## config.mk

```make
export PLATFORM = sky130hd
export DESIGN_NAME = f3_gpu_engine
export DESIGN_NICKNAME = d
export VERILOG_FILES = /design/src/rtl/f3_gpu_engine.sv
export SDC_FILE = /design/constraint.sdc
export NUM_CORES = 1
export LEC_CHECK = 0
export CORE_MARGIN = 4
export CORE_UTILIZATION = 44
export CTS_CLUSTER_DIAMETER = 200
export DETAILED_ROUTE_END_ITERATION = 12
export GPL_ROUTABILITY_DRIVEN = 0
export PLACE_DENSITY = 0.78
export SETUP_SLACK_MARGIN = 0.15
export SKIP_LAST_GASP = 1
export SYNTH_ARGS = -nofsm -noshare
export SYNTH_HDL_FRONTEND = slang
export SYNTH_SLANG_ARGS = --single-unit
```

## constraint.sdc

```tcl
create_clock -name sysclk -period 3.93 [get_ports sysclk]
set_input_delay 0.786 -clock sysclk [delete_from_list [all_inputs] [get_ports sysclk]]
set_output_delay 0.786 -clock sysclk [all_outputs]
set_load 0.01 [all_outputs]
```

## src/rtl/f3_gpu_engine.sv

```systemverilog
// f3_gpu_engine
//   Image-display engine. Maps the VGA scan position into a square display
//   window, transforms the mapper's texel coordinate (mirror, rotation) into a
//   ROM address, selects the ROM image (including a timed wipe between the old
//   and the new image), and registers the final colour (optionally negated).
//
// Ports
//   sysclk              in   system clock, rising edge
//   reset               in   synchronous, active-high
//   instruction[2:0]    in   command code, taken when set=1 and not busy
//   set                 in   command strobe
//   busy                out  high while a wipe transition runs
//   display_addr        in   scan position {x, y}
//   mapper_pixel_x/y    in   texel column/row from the coordinate mapper
//   pixel_data          in   ROM colour for {image_index, pixel_addr}
//   mapper_display_addr out  display_addr forwarded to the mapper
//   pixel_addr          out  transformed ROM texel address (0 outside window)
//   image_index[2:0]    out  ROM image select
//   display_data        out  registered output colour (1 clock latency)
module f3_gpu_engine #(
    parameter int ADDR_W     = 11,
    parameter int IMG_BITS   = 4,
    parameter int NUM_IMAGES = 8,
    parameter int COLOR_W    = 3,
    parameter int WIN_X0     = 231,
    parameter int WIN_Y0     = 36,
    parameter int WIN_SIZE   = 481,
    parameter int STEP_W     = 4
) (
    input  logic                  sysclk,
    input  logic                  reset,
    input  logic [2:0]            instruction,
    input  logic                  set,
    output logic                  busy,
    input  logic [2*ADDR_W-1:0]   display_addr,
    input  logic [IMG_BITS-1:0]   mapper_pixel_x,
    input  logic [IMG_BITS-1:0]   mapper_pixel_y,
    input  logic [COLOR_W-1:0]    pixel_data,
    output logic [2*ADDR_W-1:0]   mapper_display_addr,
    output logic [2*IMG_BITS-1:0] pixel_addr,
    output logic [2:0]            image_index,
    output logic [COLOR_W-1:0]    display_data
);

    localparam int PIX_W = 2*IMG_BITS;
    localparam logic [IMG_BITS-1:0] MAXV     = {IMG_BITS{1'b1}};
    localparam logic [2:0]          LAST_IMG = 3'(NUM_IMAGES-1);
    localparam logic [ADDR_W-1:0]   X_LO     = ADDR_W'(WIN_X0);
    localparam logic [ADDR_W-1:0]   X_HI     = ADDR_W'(WIN_X0+WIN_SIZE-1);
    localparam logic [ADDR_W-1:0]   Y_LO     = ADDR_W'(WIN_Y0);
    localparam logic [ADDR_W-1:0]   Y_HI     = ADDR_W'(WIN_Y0+WIN_SIZE-1);

    typedef enum logic [1:0] {S_IDLE, S_WIPE_F, S_WIPE_B} state_t;

    state_t               state_q, state_d;
    logic [2:0]           cur_q, cur_d, old_q, old_d;
    logic [1:0]           rot_q, rot_d;
    logic                 mir_q, mir_d, neg_q, neg_d;
    logic [PIX_W-1:0]     idx_q, idx_d;
    logic [STEP_W-1:0]    pre_q, pre_d;
    logic [COLOR_W-1:0]   dd_q, dd_d;

    logic [ADDR_W-1:0]    scan_x, scan_y;
    logic                 in_win;
    logic [IMG_BITS-1:0]  mx, ta, tb;
    logic [PIX_W-1:0]     tex;
    logic [2:0]           img;

    assign scan_x = display_addr[2*ADDR_W-1:ADDR_W];
    assign scan_y = display_addr[ADDR_W-1:0];
    assign in_win = (scan_x >= X_LO) && (scan_x <= X_HI) &&
                    (scan_y >= Y_LO) && (scan_y <= Y_HI);

    // Mirror first, then rotate in quarter turns.
    always_comb begin
        mx = mir_q ? (MAXV - mapper_pixel_x) : mapper_pixel_x;
        case (rot_q)
            2'd0:    begin ta = mx;                    tb = mapper_pixel_y;        end
            2'd1:    begin ta = mapper_pixel_y;        tb = MAXV - mx;             end
            2'd2:    begin ta = MAXV - mx;             tb = MAXV - mapper_pixel_y; end
            default: begin ta = MAXV - mapper_pixel_y; tb = mx;                    end
        endcase
        tex = {ta, tb};
    end

    // During a wipe the texels already swept show the new image.
    always_comb begin
        img = cur_q;
        if (in_win) begin
            if (state_q == S_WIPE_F && !(tex < idx_q)) img = old_q;
            if (state_q == S_WIPE_B && !(tex > idx_q)) img = old_q;
        end
    end

    assign mapper_display_addr = display_addr;
    assign pixel_addr          = in_win ? tex : '0;
    assign image_index         = img;
    assign busy                = (state_q != S_IDLE);
    assign display_data        = dd_q;

    always_comb begin
        state_d = state_q;
        cur_d   = cur_q;
        old_d   = old_q;
        rot_d   = rot_q;
        mir_d   = mir_q;
        neg_d   = neg_q;
        idx_d   = idx_q;
        pre_d   = pre_q;
        dd_d    = in_win ? (neg_q ? ~pixel_data : pixel_data) : '0;
        case (state_q)
            S_IDLE: begin
                if (set) begin
                    case (instruction)
                        3'd1: begin
                            old_d   = cur_q;
                            cur_d   = (cur_q == 3'd0) ? LAST_IMG : cur_q - 3'd1;
                            rot_d   = '0;
                            mir_d   = 1'b0;
                            neg_d   = 1'b0;
                            idx_d   = '1;
                            pre_d   = '0;
                            state_d = S_WIPE_B;
                        end
                        3'd2: begin
                            old_d   = cur_q;
                            cur_d   = (cur_q == LAST_IMG) ? 3'd0 : cur_q + 3'd1;
                            rot_d   = '0;
                            mir_d   = 1'b0;
                            neg_d   = 1'b0;
                            idx_d   = '0;
                            pre_d   = '0;
                            state_d = S_WIPE_F;
                        end
                        3'd3: rot_d = rot_q + 2'd1;
                        3'd4: neg_d = ~neg_q;
                        3'd5: mir_d = ~mir_q;
                        3'd6: begin
                            cur_d = '0;
                            rot_d = '0;
                            mir_d = 1'b0;
                            neg_d = 1'b0;
                        end
                        default: ;
                    endcase
                end
            end
            S_WIPE_F: begin
                pre_d = pre_q + STEP_W'(1);
                if (&pre_q) begin
                    idx_d = idx_q + PIX_W'(1);
                    if (&idx_q) state_d = S_IDLE;
                end
            end
            S_WIPE_B: begin
                pre_d = pre_q + STEP_W'(1);
                if (&pre_q) begin
                    idx_d = idx_q - PIX_W'(1);
                    if (idx_q == '0) state_d = S_IDLE;
                end
            end
            default: state_d = S_IDLE;
        endcase
    end

    always_ff @(posedge sysclk) begin
        if (reset) begin
            state_q <= S_IDLE;
            cur_q   <= '0;
            old_q   <= '0;
            rot_q   <= '0;
            mir_q   <= 1'b0;
            neg_q   <= 1'b0;
            idx_q   <= '0;
            pre_q   <= '0;
            dd_q    <= '0;
        end else begin
            state_q <= state_d;
            cur_q   <= cur_d;
            old_q   <= old_d;
            rot_q   <= rot_d;
            mir_q   <= mir_d;
            neg_q   <= neg_d;
            idx_q   <= idx_d;
            pre_q   <= pre_d;
            dd_q    <= dd_d;
        end
    end

endmodule

```

======== Word level (Yosys, flattened, before mapping) ========
Index checks and enable logic that the tools add are counted.
word-level totals
  flip-flop bits (word level) ............. 27
  input port bits ......................... 39
  word-level logic and storage cells ...... 107
  output and inout port bits .............. 37
cells by class
  bitwise operators ....................... 4
  $add $sub $neg .......................... 9
  multiplexer cells ....................... 29
  reductions and logical operators ........ 32
  order comparisons ....................... 6
  eq/ne operators ......................... 18
operators with widths
  cell                                                                 count
  2-to-1 mux 8 bit                                                     4
  case mux 4 bit (3 select lines)                                      2
  case mux 8 bit (3 select lines)                                      1
  <= comparator 11 x 10 -> 1 bit (second input constant)               2
  2-to-1 mux 3 bit                                                     6
  AND reduction 3 bit                                                  6
  case mux 8 bit (2 select lines)                                      1
  == test 3 bit (second input constant)                                4
  2-to-1 mux 4 bit                                                     3
  subtractor 4 bit (first input constant)                              3
  greater-or-equal comparator 11 x 6 -> 1 bit (second input constant)  1
  greater-or-equal comparator 11 x 8 -> 1 bit (second input constant)  1
  2-to-1 mux 2 bit                                                     5
  nonzero test 2 bit                                                   5
  case mux 3 bit (3 select lines)                                      1
  adder 8 x 1 -> 8 bit (second input constant)                         1
  greater-than comparator 8 bit                                        1
  zero test 8 bit                                                      1
  less-than comparator 8 bit                                           1
  inequality test 2 x 1 -> 1 bit (second input constant)               4
  case mux 2 bit (2 select lines)                                      2
  case mux 4 bit (2 select lines)                                      1
  AND reduction 8 bit                                                  1
  subtractor 8 x 1 -> 8 bit (second input constant)                    1
  other kinds (24)                                                     40

======== Longest topological paths before layout ========
Gate-level depths: netlist (run 1).
  word-level depth ........................ 10
  depth in mapped cells ................... 12
  depth with buffers taken out ............ 12

======== Worst setup path after synthesis (run 1) ========
Ideal clock, no wire load.
  kind .................................... input -> output
  start point ............................. input mapper_pixel_x[2]
  end point ............................... output image_index[0]
  stages on the path ...................... 10
  data arrival time ....................... 3.140 ns
  data required time ...................... 3.144 ns
  path slack .............................. 0.004 ns
  buffers on the path ..................... 0
  cell sequence ........................... xnor2_1 > mux2_2 > a211oi_1 > a21oi_1 > ha_1 > a21oi_1 > a21boi_0 > or3_1 > a211o_1 > mux2_4
on the way
  longest elaborated chain between the ends .. 10
  elaborated cells between the ends (all ways) .. 14
  those cells by class .................... add/sub: 2; order compare: 2; mux: 6; reduce/logical: 4
ends and longest elaborated chain
  what                             RTL line  RTL
  start: declaration               36        input logic [IMG_BITS-1:0] mapper_pixel_x,
  subtractor 4 bit                 76        mx = mir_q ? (MAXV - mapper_pixel_x) : mapper_pixel_x;
  2-to-1 mux 4 bit *               76
  subtractor 4 bit                 79, 80
  case mux 4 bit (3 select lines)  77        case (rot_q)
  less-than comparator 8 bit       90        if (state_q == S_WIPE_F && !(tex < idx_q)) img = old_q;
  zero test 1 bit                  90
  logical AND 1 bit                90
  2-to-1 mux 3 bit                 90
  2-to-1 mux 3 bit *               91        if (state_q == S_WIPE_B && !(tex > idx_q)) img = old_q;
  2-to-1 mux 3 bit *               89        if (in_win) begin
  end: declaration                 41        output logic [2:0] image_index,
Mark *: on every way between the ends. The rest lies on a longest branch, timed or not.

======== Worst setup path after layout (run 1) ========
  start point ............................. input mapper_pixel_x[1]
  end point ............................... output image_index[0]
The elaborated chain is that of the path after synthesis.

==> impl_results.md, run 1 <==
* Final nets at 490
* TritonCTS clock tree: yes
* Largest net degree at the start of global routing at 19
* Die Span Y at 84.84 um
* Max FO, Critical Path at 3
* Run status: complete, but fails checks
* Total power at 1.280 mW
* Row cnt at 27
* GR Overflow Total at 0
* Clock transition at path regs at 0.10 ns
* Maximum VDD drop at 0.0002680 V
* Port Buffers at 75
* I/O Pins at 76
* Final instance area at 3949 um2
* Async SR Flop Fraction at 0%
* Seq/Total Area, Yosys at 20.81%
* Routed len/inst at 16.44 um
* Clock sink count at 27
* Clock buffer depth at 2
* First-pass GRT wire length at 12840 um
* Fillers at 443
* RSZ-0062 raised after global routing: true
* Max Clk Rate at 238.3 MHz
* Ys Warns at 0
* Initial antenna violation count at 0
* Register area at 544.3 um2
* Cells after synthesis at 328
* Failing checks: negative setup slack
* Die ar. at 7197 um2
* Initial detailed-routing violation count at 130
* Core Box Area at 5608 um2
* DR DRC count at 0
* Rel. slew slack at 59.86%
* # placed instances at 471
* Synth-to-layout area growth at 52.02%
* Tcrit/Tclk final at 106.8%
* Final wirelength at 8106 um
* Starting density of the core at 46.32%
* Total GRT Usage at 21.44%
* Minimum hold slack at 0.5154 ns
* Pre-antenna DRT Iters at 4
* Fin worst setup slack at -0.2660 ns
* Total setup violations reported at the end of the flow at 3
* Util after Layout at 70.42%
* HPWL Detailed at 5808 um
* Root buf cell: clkbuf_8
* Vias per cell at 5.606
* Main flop type after synthesis: dfxtp_1
* Post-placement cell area at 3550 um2
* Dpl ws at -1.034 ns
* Final Hold Vio Count at 0
* Critical path endpoint category: output pin
* MaxCap Viol Count at 0
* Leakage at 1.626 nW
* Vias at 2764
* Area of the multi-input gates at 2059 um2
* Worst endpoint required time at 3.14 ns
* Yosys reg bits at 27
* Die width at 84.84 um
* Cts-stage hold buffer count at 0
* Worst-Margin Slew at 0.5975 ns
* Power Density at 324.1 nW/um2
* H-tree depth at 1
* Synth cell types at 53
* Max-slew violations at 0
* Number of global-route vias before repair at 2712
* Mapped Nets at 396
* Critical Path AT at 3.41 ns
* Synth Cell Area at 2597 um2
* Non-Filler Instances at 493
* Num CTS Buffers at 3
* Worst clock skew at 0.007261 ns
* Post-route ant nets at 0
* TNS Setup at -0.7963 ns
* Layout cells sized above 1 at 26.13%
* Worst skew pair latency at 0.28 ns
* Worst Setup Path Type: in2out
* Post-synth EDFFs at 0
* Clock period minus worst slack at 4.196 ns
* Avg Cell Area, Syn at 7.919 um2
* CP startpoint kind: input port
* Diodes inserted at 0
* Worst min path class: reg2reg
==> sequential cells by signal, summed over array words and instances, names as in the netlist <==
name	count
cur_q	3
display_data	3
idx_q	8
mir_q	1
neg_q	1
old_q	3
pre_q	4
rot_q	2
state_q	2
==> power breakdown <==
group | total (mW) | switching, mW | internal, mW
sequential | 0.352 | 0.0465 | 0.306
combinational | 0.760 | 0.372 | 0.387
clock | 0.168 | 0.0957 | 0.0722
==> worst max-delay path: stages <==
cell,delay (ns)
buf_4,0.13
xnor2_4,0.19
mux2_4,0.32
a211oi_2,0.21
a21oi_1,0.07
ha_1,0.29
nand4_1,0.15
a21oi_2,0.06
or3_4,0.38
a211o_4,0.38
mux2_4,0.31
buf_6,0.12
==> path summary, 6_finish.rpt <==
path	startpoint	to	slack, ns	depth (start not counted)
setup / recovery	mapper_pixel_x[1]	image_index[0]	-0.27	12
hold reg to reg	pre_q[2]	pre_q[2]	0.52	2
setup reg to reg	state_q[0]	idx_q[7]	1.41	10
hold / removal	pre_q[2]	pre_q[2]	0.52	2
==> cells by family (layout without fill, tap and decap cells) <==
| group | after synthesis | count (layout) | synth area share, % |
|---|---|---|---|
| buffers and inverters | 51 | 144 | 10.74 |
| AND/OR/NAND/NOR | 102 | 102 | 19.99 |
| adder cells (fa/ha/maj) | 29 | 29 | 14.26 |
| AO/OA/AOI/OAI | 91 | 91 | 23.02 |
| flip-flops | 27 | 27 | 20.81 |
| multiplexers | 17 | 17 | 7.466 |
| XOR/XNOR | 11 | 11 | 3.709 |
==> synth_stat cells, types with 4 or more instances <==
cell type  number  share of area [%]
mux2i_1         7                2.7
dfxtp_1        27                 21
xnor2_1        10                3.4
mux2_2          7                3.0
o21ai_0        15                2.9
nand3b_1        4                1.2
a211oi_1       15                4.3
nand4_1         6                1.4
ha_1           28                 13
buf_4          22                6.4
nor2b_1         6                1.4
nor2_1         36                5.2
clkbuf_1        7                1.0
nand2_1        13                1.9
a21oi_1        30                5.8
buf_2           4               0.77
nor3_1         12                2.3
a22oi_1         5                1.4
nand2b_1        4               0.96
inv_1          18                2.6
nand3_1         5               0.96
==> per-layer routing <==
layer	global-route usage, %	vias up	wire length [um]
li1	-	1350	-
met4	7.050	0	167
met1	27.39	1321	3397
met3	2.427	17	325
met2	37.51	76	4215
met5	0	-	0
==> area by class of cell <==
class | count | share of cell area [%]
tap | 72 | 2.281
inverter | 18 | 1.711
clock buffer | 3 | 1.046
multi-input combinational | 250 | 52.15
sequential | 27 | 13.78
clock inverter | 1 | 0.1901
timing repair buffer | 122 | 28.83
==> placed cells by master (no fill, tap or decap), drive strengths merged, types with 3 or more instances in the layout <==
cell	count
clkdlybuf4s50	61
buf	55
nor2	36
a21oi	30
ha	28
dfxtp	27
inv	18
o21ai	17
a211oi	15
nand2	13
nor3	12
mux2	10
xnor2	10
mux2i	7
nor2b	7
nand4	6
nand3	6
a22oi	5
nand3b	4
nand2b	4
dlygate4sd2	4
o211ai	4
or2	3
clkbuf	3
nor4	3
==> what timing repair did <==
item | CTS | global route
resized for setup | 67 | 25
setup buffers | 15 | 3
pin swaps | 26 | 17
endpoints found under the setup margin | 4 | 5
Note: power is estimated with default switching activity, not from simulation.
==> run 2, diff against run 1 <==
--- a/config.mk
+++ b/config.mk
@@ -5,6 +5,7 @@
 export SDC_FILE = /design/constraint.sdc
 export NUM_CORES = 1
 export LEC_CHECK = 0
+export ABC_CLOCK_PERIOD_IN_PS = 3930
 export CORE_MARGIN = 4
 export CORE_UTILIZATION = 44
 export CTS_CLUSTER_DIAMETER = 200
==> results of run 2 <==
Same layout as run 1: the final DEF is identical, and so are final timing and power.
==> run 3, diff against run 2 <==
--- a/config.mk
+++ b/config.mk
@@ -5,7 +5,6 @@
 export SDC_FILE = /design/constraint.sdc
 export NUM_CORES = 1
 export LEC_CHECK = 0
-export ABC_CLOCK_PERIOD_IN_PS = 3930
 export CORE_MARGIN = 4
 export CORE_UTILIZATION = 44
 export CTS_CLUSTER_DIAMETER = 200
==> results of run 3 <==
Same layout as run 1: the final DEF is identical, and so are final timing and power.
